$ cat config.mk
export PLATFORM = sky130hd
export DESIGN_NAME = mem_access_unit_flat
export DESIGN_NICKNAME = d
export VERILOG_FILES = /design/src/rtl/rv32_mem_pkg.sv /design/src/rtl/mem_access_unit_if.sv /design/src/rtl/load_align.sv /design/src/rtl/mem_access_unit.sv /design/src/flat_wrapper.sv
export SDC_FILE = /design/constraint.sdc
export NUM_CORES = 1
export LEC_CHECK = 0
export ABC_AREA = 1
export CAP_MARGIN = 20
export CORE_ASPECT_RATIO = 0.8
export CORE_MARGIN = 2
export CORE_UTILIZATION = 30
export CTS_CLUSTER_SIZE = 14
export DETAILED_ROUTE_END_ITERATION = 7
export DONT_BUFFER_PORTS = 1
export GPL_ROUTABILITY_DRIVEN = 0
export GPL_TIMING_DRIVEN = 0
export PLACE_DENSITY = 0.52
export SYNTH_ARGS = -nofsm -noshare
export SYNTH_HDL_FRONTEND = slang
export SYNTH_SLANG_ARGS = --single-unit
$ cat constraint.sdc
create_clock -name clk -period 2.4 [get_ports clk]
set_input_delay 0.36 -clock clk [delete_from_list [all_inputs] [get_ports clk]]
set_output_delay 0.36 -clock clk [all_outputs]
set_load 0.1 [all_outputs]
$ cat src/rtl/rv32_mem_pkg.sv
//------------------------------------------------------------------------------
// Module   : rv32_mem_pkg
// Brief    : Shared constants, state encoding and size helpers for the MEM unit.
// Revision : 1.0
//------------------------------------------------------------------------------
`default_nettype none

package rv32_mem_pkg;

   localparam logic [2:0] F3_B  = 3'b000;
   localparam logic [2:0] F3_H  = 3'b001;
   localparam logic [2:0] F3_W  = 3'b010;
   localparam logic [2:0] F3_BU = 3'b100;
   localparam logic [2:0] F3_HU = 3'b101;

   localparam logic [1:0] DTR_LOAD = 2'b01;

   localparam int TO_CNT_W = 8;

   typedef enum logic [1:0] {
      IDLE = 2'd0,
      REQ  = 2'd1,
      DONE = 2'd2
   } state_t;

   typedef enum logic [1:0] {
      SZ_B = 2'd0,
      SZ_H = 2'd1,
      SZ_W = 2'd2
   } acc_size_t;

   // Stores only know SB/SH/SW; every other funct3 is a word access.
   function automatic acc_size_t acc_size(input logic [2:0] f3, input logic is_store);
      if (f3 == F3_B || (!is_store && f3 == F3_BU)) return SZ_B;
      if (f3 == F3_H || (!is_store && f3 == F3_HU)) return SZ_H;
      return SZ_W;
   endfunction

   function automatic logic is_misaligned(input acc_size_t sz, input logic [1:0] lo);
      case (sz)
         SZ_B:    return 1'b0;
         SZ_H:    return lo[0];
         default: return (lo != 2'b00);
      endcase
   endfunction

endpackage

`default_nettype wire

$ cat src/rtl/mem_access_unit_if.sv
//------------------------------------------------------------------------------
// Module   : mem_access_unit_if
// Brief    : Data-memory request/acknowledge bus.
// Revision : 1.0
//------------------------------------------------------------------------------
`default_nettype none

interface mem_access_unit_if;
   logic        dbus_req;
   logic        dbus_we;
   logic [31:0] dbus_addr;
   logic [31:0] dbus_wdata;
   logic [3:0]  dbus_be;
   logic        dbus_ack;
   logic [31:0] dbus_rdata;

   modport master (
      output dbus_req, dbus_we, dbus_addr, dbus_wdata, dbus_be,
      input  dbus_ack, dbus_rdata
   );

   modport slave (
      input  dbus_req, dbus_we, dbus_addr, dbus_wdata, dbus_be,
      output dbus_ack, dbus_rdata
   );
endinterface

`default_nettype wire

$ cat src/rtl/load_align.sv
//------------------------------------------------------------------------------
// Module   : load_align
// Brief    : Selects the load lane from a bus word and sign/zero-extends it.
// Revision : 1.0
//------------------------------------------------------------------------------
`default_nettype none

module load_align
   import rv32_mem_pkg::*;
(
   input  logic [2:0]  funct3,
   input  logic [1:0]  addr_lo,
   input  logic [31:0] rdata,
   output logic [31:0] data
);

   logic [7:0]  w_byte;
   logic [15:0] w_half;

   always_comb begin
      case (addr_lo)
         2'd0:    w_byte = rdata[7:0];
         2'd1:    w_byte = rdata[15:8];
         2'd2:    w_byte = rdata[23:16];
         default: w_byte = rdata[31:24];
      endcase
      // Halfwords honour addr[1] only, so an odd address reads its enclosing half.
      w_half = addr_lo[1] ? rdata[31:16] : rdata[15:0];
      case (funct3)
         F3_B:    data = {{24{w_byte[7]}}, w_byte};
         F3_BU:   data = {24'h0, w_byte};
         F3_H:    data = {{16{w_half[15]}}, w_half};
         F3_HU:   data = {16'h0, w_half};
         default: data = rdata;
      endcase
   end

endmodule

`default_nettype wire

$ cat src/rtl/mem_access_unit.sv
//------------------------------------------------------------------------------
// Module   : mem_access_unit
// Brief    : MEM-stage data-memory access unit with req/ack bus and pipeline
//            stall. Optional misaligned-access trap: MEM_MISALIGN_TRAP_EN.
// Revision : 1.0
//------------------------------------------------------------------------------
`default_nettype none

module mem_access_unit
   import rv32_mem_pkg::*;
#(
   parameter int unsigned TIMEOUT_CYC = 255
)(
   input  logic               clk,
   input  logic               rst_n,
   input  logic               ex_valid,
   input  logic [31:0]        ex_inst,
   input  logic [31:0]        ex_addr,
   input  logic [31:0]        ex_wdata,
   input  logic               ex_mem_w,
   input  logic [1:0]         ex_data_to_reg,
   output logic               stall,
   mem_access_unit_if.master  bus,
   output logic [31:0]        ld_data,
   output logic               ld_valid,
   output logic               bus_err,
   output logic               misalign
);

   localparam logic [TO_CNT_W-1:0] c_to_last = TO_CNT_W'(TIMEOUT_CYC - 1);

   state_t              r_state;
   logic [TO_CNT_W-1:0] r_to_cnt;
   logic [2:0]          r_f3;
   logic [1:0]          r_addr_lo;
   logic                r_is_store;

   logic [2:0]          w_f3;
   logic                w_access;
   logic                w_misal;
   acc_size_t           w_size;
   logic [1:0]          w_off;
   logic [3:0]          w_be;
   logic [31:0]         w_wdata;
   logic [31:0]         w_ld_ext;
   logic                w_unused;

   assign w_f3     = ex_inst[14:12];
   assign w_unused = ^{ex_inst[31:15], ex_inst[11:0]};
   assign w_access = ex_valid & (ex_mem_w | (ex_data_to_reg == DTR_LOAD));
   assign w_size   = acc_size(w_f3, ex_mem_w);

`ifdef MEM_MISALIGN_TRAP_EN
   assign w_misal = is_misaligned(w_size, ex_addr[1:0]);
`else
   assign w_misal = 1'b0;
`endif

   // Address bits below the access size are dropped when choosing the lane.
   always_comb begin
      w_off   = 2'b00;
      w_be    = 4'b1111;
      w_wdata = ex_wdata;
      case (w_size)
         SZ_B: begin
            w_off   = ex_addr[1:0];
            w_be    = 4'b0001 << w_off;
            w_wdata = {4{ex_wdata[7:0]}};
         end
         SZ_H: begin
            w_off   = {ex_addr[1], 1'b0};
            w_be    = 4'b0011 << w_off;
            w_wdata = {2{ex_wdata[15:0]}};
         end
         default: begin
            w_off   = 2'b00;
            w_be    = 4'b1111;
            w_wdata = ex_wdata;
         end
      endcase
   end

   assign stall = ((r_state == IDLE) & w_access) | (r_state == REQ);

   load_align u_load_align (
      .funct3  (r_f3),
      .addr_lo (r_addr_lo),
      .rdata   (bus.dbus_rdata),
      .data    (w_ld_ext)
   );

   always_ff @(posedge clk or negedge rst_n) begin
      if (!rst_n) begin
         r_state        <= IDLE;
         r_to_cnt       <= '0;
         r_f3           <= 3'b000;
         r_addr_lo      <= 2'b00;
         r_is_store     <= 1'b0;
         bus.dbus_req   <= 1'b0;
         bus.dbus_we    <= 1'b0;
         bus.dbus_addr  <= 32'h0;
         bus.dbus_wdata <= 32'h0;
         bus.dbus_be    <= 4'b0000;
         ld_data        <= 32'h0;
         ld_valid       <= 1'b0;
         bus_err        <= 1'b0;
         misalign       <= 1'b0;
      end else begin
         ld_valid <= 1'b0;
         bus_err  <= 1'b0;
         misalign <= 1'b0;
         case (r_state)
            IDLE: begin
               if (w_access) begin
                  if (w_misal) begin
                     r_state  <= DONE;
                     misalign <= 1'b1;
                     ld_data  <= 32'h0;
                  end else begin
                     r_state        <= REQ;
                     r_to_cnt       <= '0;
                     r_f3           <= w_f3;
                     r_addr_lo      <= ex_addr[1:0];
                     r_is_store     <= ex_mem_w;
                     bus.dbus_req   <= 1'b1;
                     bus.dbus_we    <= ex_mem_w;
                     bus.dbus_addr  <= {ex_addr[31:2], 2'b00};
                     bus.dbus_be    <= w_be;
                     bus.dbus_wdata <= ex_mem_w ? w_wdata : 32'h0;
                  end
               end
            end
            REQ: begin
               if (bus.dbus_ack) begin
                  r_state      <= DONE;
                  bus.dbus_req <= 1'b0;
                  bus.dbus_we  <= 1'b0;
                  if (!r_is_store) begin
                     ld_data  <= w_ld_ext;
                     ld_valid <= 1'b1;
                  end
               end else if (r_to_cnt == c_to_last) begin
                  r_state      <= DONE;
                  bus.dbus_req <= 1'b0;
                  bus.dbus_we  <= 1'b0;
                  bus_err      <= 1'b1;
                  ld_data      <= 32'h0;
               end else begin
                  r_to_cnt <= r_to_cnt + 1'b1;
               end
            end
            DONE:    r_state <= IDLE;
            default: r_state <= IDLE;
         endcase
      end
   end

endmodule

`default_nettype wire

$ cat src/flat_wrapper.sv
// flat-port wrapper written by rule: the top's interface ports become plain ports
module mem_access_unit_flat import rv32_mem_pkg::*;
#(
   parameter int unsigned TIMEOUT_CYC = 255
)
  (clk, rst_n, ex_valid, ex_inst, ex_addr, ex_wdata, ex_mem_w, ex_data_to_reg, stall, ld_data, ld_valid, bus_err, misalign, bus_dbus_req, bus_dbus_we, bus_dbus_addr, bus_dbus_wdata, bus_dbus_be, bus_dbus_ack, bus_dbus_rdata);
  mem_access_unit_if bus_i ();
  input  logic clk;
  input  logic rst_n;
  input  logic ex_valid;
  input  logic [31:0] ex_inst;
  input  logic [31:0] ex_addr;
  input  logic [31:0] ex_wdata;
  input  logic ex_mem_w;
  input  logic [1:0] ex_data_to_reg;
  output logic stall;
  output logic [31:0] ld_data;
  output logic ld_valid;
  output logic bus_err;
  output logic misalign;
  output wire logic [$bits(bus_i.dbus_req)-1:0] bus_dbus_req;
  output wire logic [$bits(bus_i.dbus_we)-1:0] bus_dbus_we;
  output wire logic [$bits(bus_i.dbus_addr)-1:0] bus_dbus_addr;
  output wire logic [$bits(bus_i.dbus_wdata)-1:0] bus_dbus_wdata;
  output wire logic [$bits(bus_i.dbus_be)-1:0] bus_dbus_be;
  input wire logic [$bits(bus_i.dbus_ack)-1:0] bus_dbus_ack;
  input wire logic [$bits(bus_i.dbus_rdata)-1:0] bus_dbus_rdata;
  assign bus_dbus_req = bus_i.dbus_req;
  assign bus_dbus_we = bus_i.dbus_we;
  assign bus_dbus_addr = bus_i.dbus_addr;
  assign bus_dbus_wdata = bus_i.dbus_wdata;
  assign bus_dbus_be = bus_i.dbus_be;
  assign bus_i.dbus_ack = bus_dbus_ack;
  assign bus_i.dbus_rdata = bus_dbus_rdata;
  mem_access_unit #(.TIMEOUT_CYC(TIMEOUT_CYC)) u_core (.clk(clk), .rst_n(rst_n), .ex_valid(ex_valid), .ex_inst(ex_inst), .ex_addr(ex_addr), .ex_wdata(ex_wdata), .ex_mem_w(ex_mem_w), .ex_data_to_reg(ex_data_to_reg), .stall(stall), .bus(bus_i), .ld_data(ld_data), .ld_valid(ld_valid), .bus_err(bus_err), .misalign(misalign));
endmodule
==> results.md, run 1 <==
- Synth Flop Type: dfrtp_1
- Most used cell, CP: buf_2
- RSZ-0062 raised after global routing: false
- Leading area contributor after synthesis: dfrtp_1
- Final Cycle Share: 92.2%
- Antenna viol nets, final: 0
- WL met2: 7.59 mm
- Cell breakdown of the critical path: nor2_1, nand3_2, buf_2, buf_2, nand2_8
- Reg clk slew, reported paths: 0.06 ns
- WL met3: 2.06 mm
- Synth warnings: 0
- Max Used Layer: met4
- FMAX: 0.452 GHz
- CP top delay family: simple AND/OR/NAND/NOR gates
- Routed vias: approximately 4600
- Wirelength, routed: 17.3 mm
- H-tree lvl count: 4
- Met1 WL: 7.47 mm
- CP max-delay cell: dfrtp_1
- Core Util, Final: 35.7%
- Rows: 44
- Dpl hpwl: 12.6 mm
- Critical Path Max Stage Delay: around 0.37 ns
- 1st-iter DRT viols: 271
- Crit path required time: 2.04 ns
- Total grt overflow: 0
- Critical path class: flip-flop to primary output
- Clk sinks: ~120
- Final Hold Viols: approximately 120
- Clock latency on the worst-skew pair: between 0.4 and 0.5 ns
- DRT Pass-1 Iters: 4
- Total CTS buffers: 17
- Worst Path Buf+Inv: 2
- Dpl ws: 0.0104 ns
- Root buffer cell: clkbuf_16
- Ant. Diodes: 0
- Synthesized flop and latch total: approximately 120
- Failing checks: negative hold slack
- Hold Slack: -0.354 ns
- Num ports: between 200 and 250
- Worst Skew: 0.00744 ns
- Slew Limit Headroom: 32.8%
- Layout cell share with drive strength beyond 1: 11.6%
- Worst Path Arrival: between 1.5 and 2 ns
- Cell variety after synth: 29
- Worst-margin pin slew: 1.01 ns
- HP Class: input port to async pin
- Seq/Total Area, Yosys: 52.6%
- Crit. End Element: primary output
- CP startpoint kind: flip-flop
- Vias in the first global route: 4715
- Die W: 157 um
- First-pass GRT wire length: 26.8 mm
- Clock Tree Buf Depth: 2
- DRC violations left: 0
- Layout Nets: 863
- Status: finished, violations left
- Post-synth EDFFs: 0
- Share of Yosys cell area claimed by the top area cell type: 52.6%
- Crit Path Max Fanout: 10
- CORE AREA: approximately 0.018 mm^2
- Top cells by count, synth: nand2_1 (307), dfrtp_1 (118), inv_1 (47), o21ai_0 (47), nor2_1 (34)
- Mapped Area: about 0.0056 mm^2
- Largest net degree at the start of global routing: 119
- # setup viols final: 0
- Cells taking the most area after synthesis: dfrtp_1 (53%), nand2_1 (21%), o21ai_0 (4.2%)
- CTS tree: yes
- DR vias/cell: 4.67
- Port Buffers: 0
- Max Transition Viols Final: 0
- FFs w/ async S/R, synth: 100%
- Max-cap violations: 0
- Post-Syn Instances: 705
- Initial Util: a little under a third
- Initial antenna violation count: 0
- Die area: 0.0198 mm^2
- Post-route setup slack: 0.187 ns
- Count leader, synth: nand2_1
- Postcts setup bufs: 0
- GRT Util Overall: 17.9%
- Chip height: around 130 um
- Wire per inst: 17.4 um
- Layout area overhead: 15.8%
- Syn Area/Cell: 7.96 um^2
- Tmin final: 2.21 ns
-- final cells by class --
class	instances	area (um^2)
tap	253	317
multi-input combinational	501	2250
fill	1918	11700
inverter	51	195
clock buffer	19	443
buffer	37	244
clock inverter	13	100
sequential	118	2950
-- layout by cell type (no fill, tap or decap) --
cell,instances
nand3_2,3
inv_2,1
nand4_4,1
clkbuf_16,17
buf_6,9
nor2_1,34
a21oi_1,28
conb_1,3
clkinv_4,6
xor2_1,2
clkbuf_8,1
or2_2,10
o21ai_0,47
a21oi_2,1
inv_4,1
o211ai_1,21
a21oi_4,1
inv_1,47
nand2_4,1
clkinv_1,1
o21a_1,1
nand3_1,31
nand2_2,4
nand2_1,306
buf_4,5
clkinv_2,4
nand4_1,3
dfrtp_1,118
nor2_4,1
clkinvlp_4,2
nand2_8,1
clkbuf_1,9
ha_1,2
inv_6,2
buf_2,15
-- per-stage QoR --
stage / area [um^2] / setup TNS, ns / std cells
6_report: 6500 / 0 / 992
5_1_grt: 6500 / 0 / 992
4_1_cts: 6500 / 0 / 992
3_5_place_dp: 5940 / 0 / 960
3_3_place_gp: 5940 / -0.0125 / 960
2_1_floorplan: 5620 / 0 / 707
-- what timing repair did --
item | CTS | global route
endpoints found under the setup margin | 1 | 1
hold endpoints to repair | 118 | 118
resized for setup | 3 | 1
-- routing by layer --
metal / GRT usage (%) / vias up
met5: 0 / -
met4: 5.07 / 0
met3: 9.02 / 10
met2: 26.8 / 188
met1: 22.8 / 2170
li1: - / 2261
-- registers in the layout, summed over array words and instances (netlist names), 2 cells and up --
name,flops
u_core.r_addr_lo,2
u_core.r_f3,3
u_core.bus.dbus_be,4
u_core.bus.dbus_addr,30
u_core.r_state,2
u_core.r_to_cnt,8
u_core.bus.dbus_wdata,32
u_core.ld_data,32
-- cell families after synthesis --
| kind of cell | after synthesis | synth area share, % |
|---|---|---|
| AND/OR/NAND/NOR | 395 | 28.7 |
| flip-flops | 118 | 52.6 |
| AO/OA/AOI/OAI | 99 | 10.1 |
| buffers and inverters | 88 | 7.82 |
| XOR/XNOR | 2 | 0.312 |
| adder cells (fa/ha/maj) | 2 | 0.446 |
| other | 1 | 0.0668 |
-- path summary, 6_finish.rpt --
check | slack [ns] | endpoint | depth (start not counted) | from
min reg2reg | 0.55 | u_core.r_to_cnt[4] | 2 | u_core.r_to_cnt[4]
max in group asynchronous | 2.58 | u_core.bus.dbus_wdata[2] | 0 | rst_n
max | 0.19 | stall | 5 | u_core.r_state[1]
min | -0.35 | u_core.ld_data[0] | 0 | rst_n
max reg2reg | 0.70 | u_core.bus.dbus_wdata[29] | 7 | u_core.r_state[1]
min in group clk | 0.05 | u_core.bus.dbus_addr[13] | 2 | ex_addr[13]
Power of run 1 is not shown: default switching activity piles up to over one toggle a cycle in this logic, so the estimate is an artifact.
==> inputs of run 2 (changes only) <==
- HOLD_SLACK_MARGIN: default -> 0.05
==> run 2 against run 1 <==
  * The flow still finishes with violations (negative hold slack)
  * Worst setup slack better by 0.0037 ns
  * Global-route usage rose by 0.12 points
  * Critical path depth did not move
  * Cell area up 3.4%
  * Maximum frequency rose by 0.17%
  * Core utilization is 1.2 points higher
  * Critical path type unchanged
==> results.md, run 2 (synthesis results as in run 1) <==
- Met1 usage: 22.6% (-0.20 points)
- Die area: 0.0198 mm^2 (unchanged)
- Cell breakdown of the critical path: nor2_1, nand3_2, buf_2, buf_2, nand2_8
- Reg clk slew, reported paths: 0.06 ns (about the same)
- First-pass GRT wire length: 27.0 mm (+0.95%)
- Num ports: 241 (unchanged)
- Total grt overflow: 0 (unchanged)
- Initial Util: 30.8% (unchanged)
- Root buffer cell: clkbuf_16
- Clk sinks: 118 (unchanged)
- Max-cap violations: 0 (unchanged)
- Final Hold Viols: 118 (unchanged)
- Most frequent cells in the layout: nand2_1 (306), dfrtp_1 (118), inv_1 (47), o21ai_0 (47), nor2_1 (34)
- Reg2Reg Depth: 7 (unchanged)
- Layout area overhead: 19.7%
- Critical path class: flip-flop to primary output
- Post-CTS Hold Fix Bufs: 22
- Antenna viol nets, final: 0 (unchanged)
- Tmin final: 2.21 ns (-0.00369 ns)
- Initial antenna violation count: 0 (unchanged)
- Total CTS buffers: 17 (unchanged)
- Most used cell, CP: buf_2
- GR Util met2: 27.0% (+0.28 points)
- Wire per inst: 17.1 um (-1.7%)
- H-tree lvl count: 4 (unchanged)
- Die W: 157 um (unchanged)
- Slew Limit Headroom: 31.8% (-0.95 points)
- Layout cell share with drive strength beyond 1: 11.3% (-0.34 points)
- Final Cycle Share: 92.1% (-0.15 points)
- Worst-margin pin slew: 1.02 ns (+0.0143 ns)
- Hold Slack: -0.353 ns (+0.00102 ns)
- Regs by FF count: u_core.bus.dbus_wdata (32), u_core.ld_data (32), u_core.bus.dbus_addr (30)
- Vias in the first global route: 4809 (+2.0%)
- Layout Nets: 885 (+2.5%)
- FMAX: 0.453 GHz (+0.17%)
- Port Buffers: 0 (unchanged)
- Dpl hpwl: 12.6 mm (unchanged)
- Worst Skew: 0.00706 ns (-0.000372 ns)
- DR vias/cell: 4.63 (-0.80%)
- DRT Pass-1 Iters: 5 (+1)
- Total Neg Setup Slack: 0 ns (unchanged)
- Crit path required time: 2.04 ns (about the same)
- Crit Path Max Fanout: 10 (unchanged)
- Wirelength, routed: 17.4 mm (+0.50%)
- RSZ-0062 raised after global routing: false
- Final Cell Area: 0.00672 mm^2 (+3.4%)
- CP startpoint kind: flip-flop
- Failing checks: negative hold slack
- HP Class: input port to async pin
- Commonest non-fill, non-tap cell in the layout: nand2_1
- Clock Tree Buf Depth: 2 (unchanged)
- # setup viols final: 0 (unchanged)
- Post-DP Area: 0.00594 mm^2 (unchanged)
- Rows: 44 (unchanged)
- Met3 usage: 9.29% (+0.27 points)
- Worst Path Arrival: 1.85 ns (about the same)
- Max Transition Viols Final: 0 (unchanged)
- Clock latency on the worst-skew pair: 0.42 ns (about the same)
- CTS tree: yes
- DP Cell Count: 960 (unchanged)
- 1st-iter DRT viols: 286 (+5.5%)
- CP max-delay cell: dfrtp_1
- DRC violations left: 0 (unchanged)
- Non-Filler Instances: 1014 (+2.2%)
- Crit. End Element: primary output
- Largest net degree at the start of global routing: 119 (unchanged)
- Routed vias: 4694 (+1.4%)
- Chip height: 126 um (unchanged)
- Most used routing layer: met2
- Critical Path Max Stage Delay: 0.37 ns (about the same)
- Ant. Diodes: 0 (unchanged)
- Status: finished, violations left
- GRT Util Overall: 18.0% (+0.12 points)
- CORE AREA: 0.0182 mm^2 (unchanged)
[run 2: critical path: cells and delay by family (launching register included)]
| family | cells | cell delay, ns |
|---|---|---|
| buffers and inverters | 2 | 0.50 |
| DFF | 1 | 0.37 |
| and+or+nand+nor | 3 | 0.56 |
[run 2: area by class of cell]
cell class	count	area [um^2]
sequential	118	2950
multi-input combinational	501	2250
timing repair buffer	22	220
buffer	37	244
clock inverter	13	100
clock buffer	19	443
fill	1890	11500
inverter	51	195
tap	253	317
[run 2: through the flow]
stage	util [%]	setup WS, ns	hold slack (ns)
final	36.9	0.191	-0.353
after global routing	36.9	0.0586	-0.384
after CTS	36.9	0.0236	-0.378
after detailed placement	32.6	0.0104	0.0701
after global placement	32.6	-0.0125	0.0699
after floorplan	-	0.401	0.0644
[run 2: worst paths after layout]
path | startpoint | endpoint | slack (ns)
worst max-delay path | u_core.r_state[1] | stall | 0.19
worst min-delay path | rst_n | u_core.ld_data[0] | -0.35
worst max register to register | u_core.r_state[1] | u_core.bus.dbus_wdata[29] | 0.70
worst min register to register | u_core.r_to_cnt[4] | u_core.r_to_cnt[4] | 0.55
max in group asynchronous | rst_n | u_core.bus.dbus_wdata[2] | 2.57
min in group clk | ex_wdata[3] | u_core.bus.dbus_wdata[3] | 0.07
[run 2: metal layers]
layer	part of all wire, %	vias up	wire length (um)
li1	-	2303	-
met1	43	2204	7540
met2	44	177	7680
met3	11	10	1950
met4	1.1	0	193
met5	0	-	0
[run 2: repair_timing]
action,4_1_cts,5_1_grt
endpoints found under the setup margin,1,1
hold endpoints to repair,140,118
resized for setup,3,1
pin swaps,0,0
buffers inserted,0,0
gates cloned,0,0
Power of run 2 is left out for the same reason.
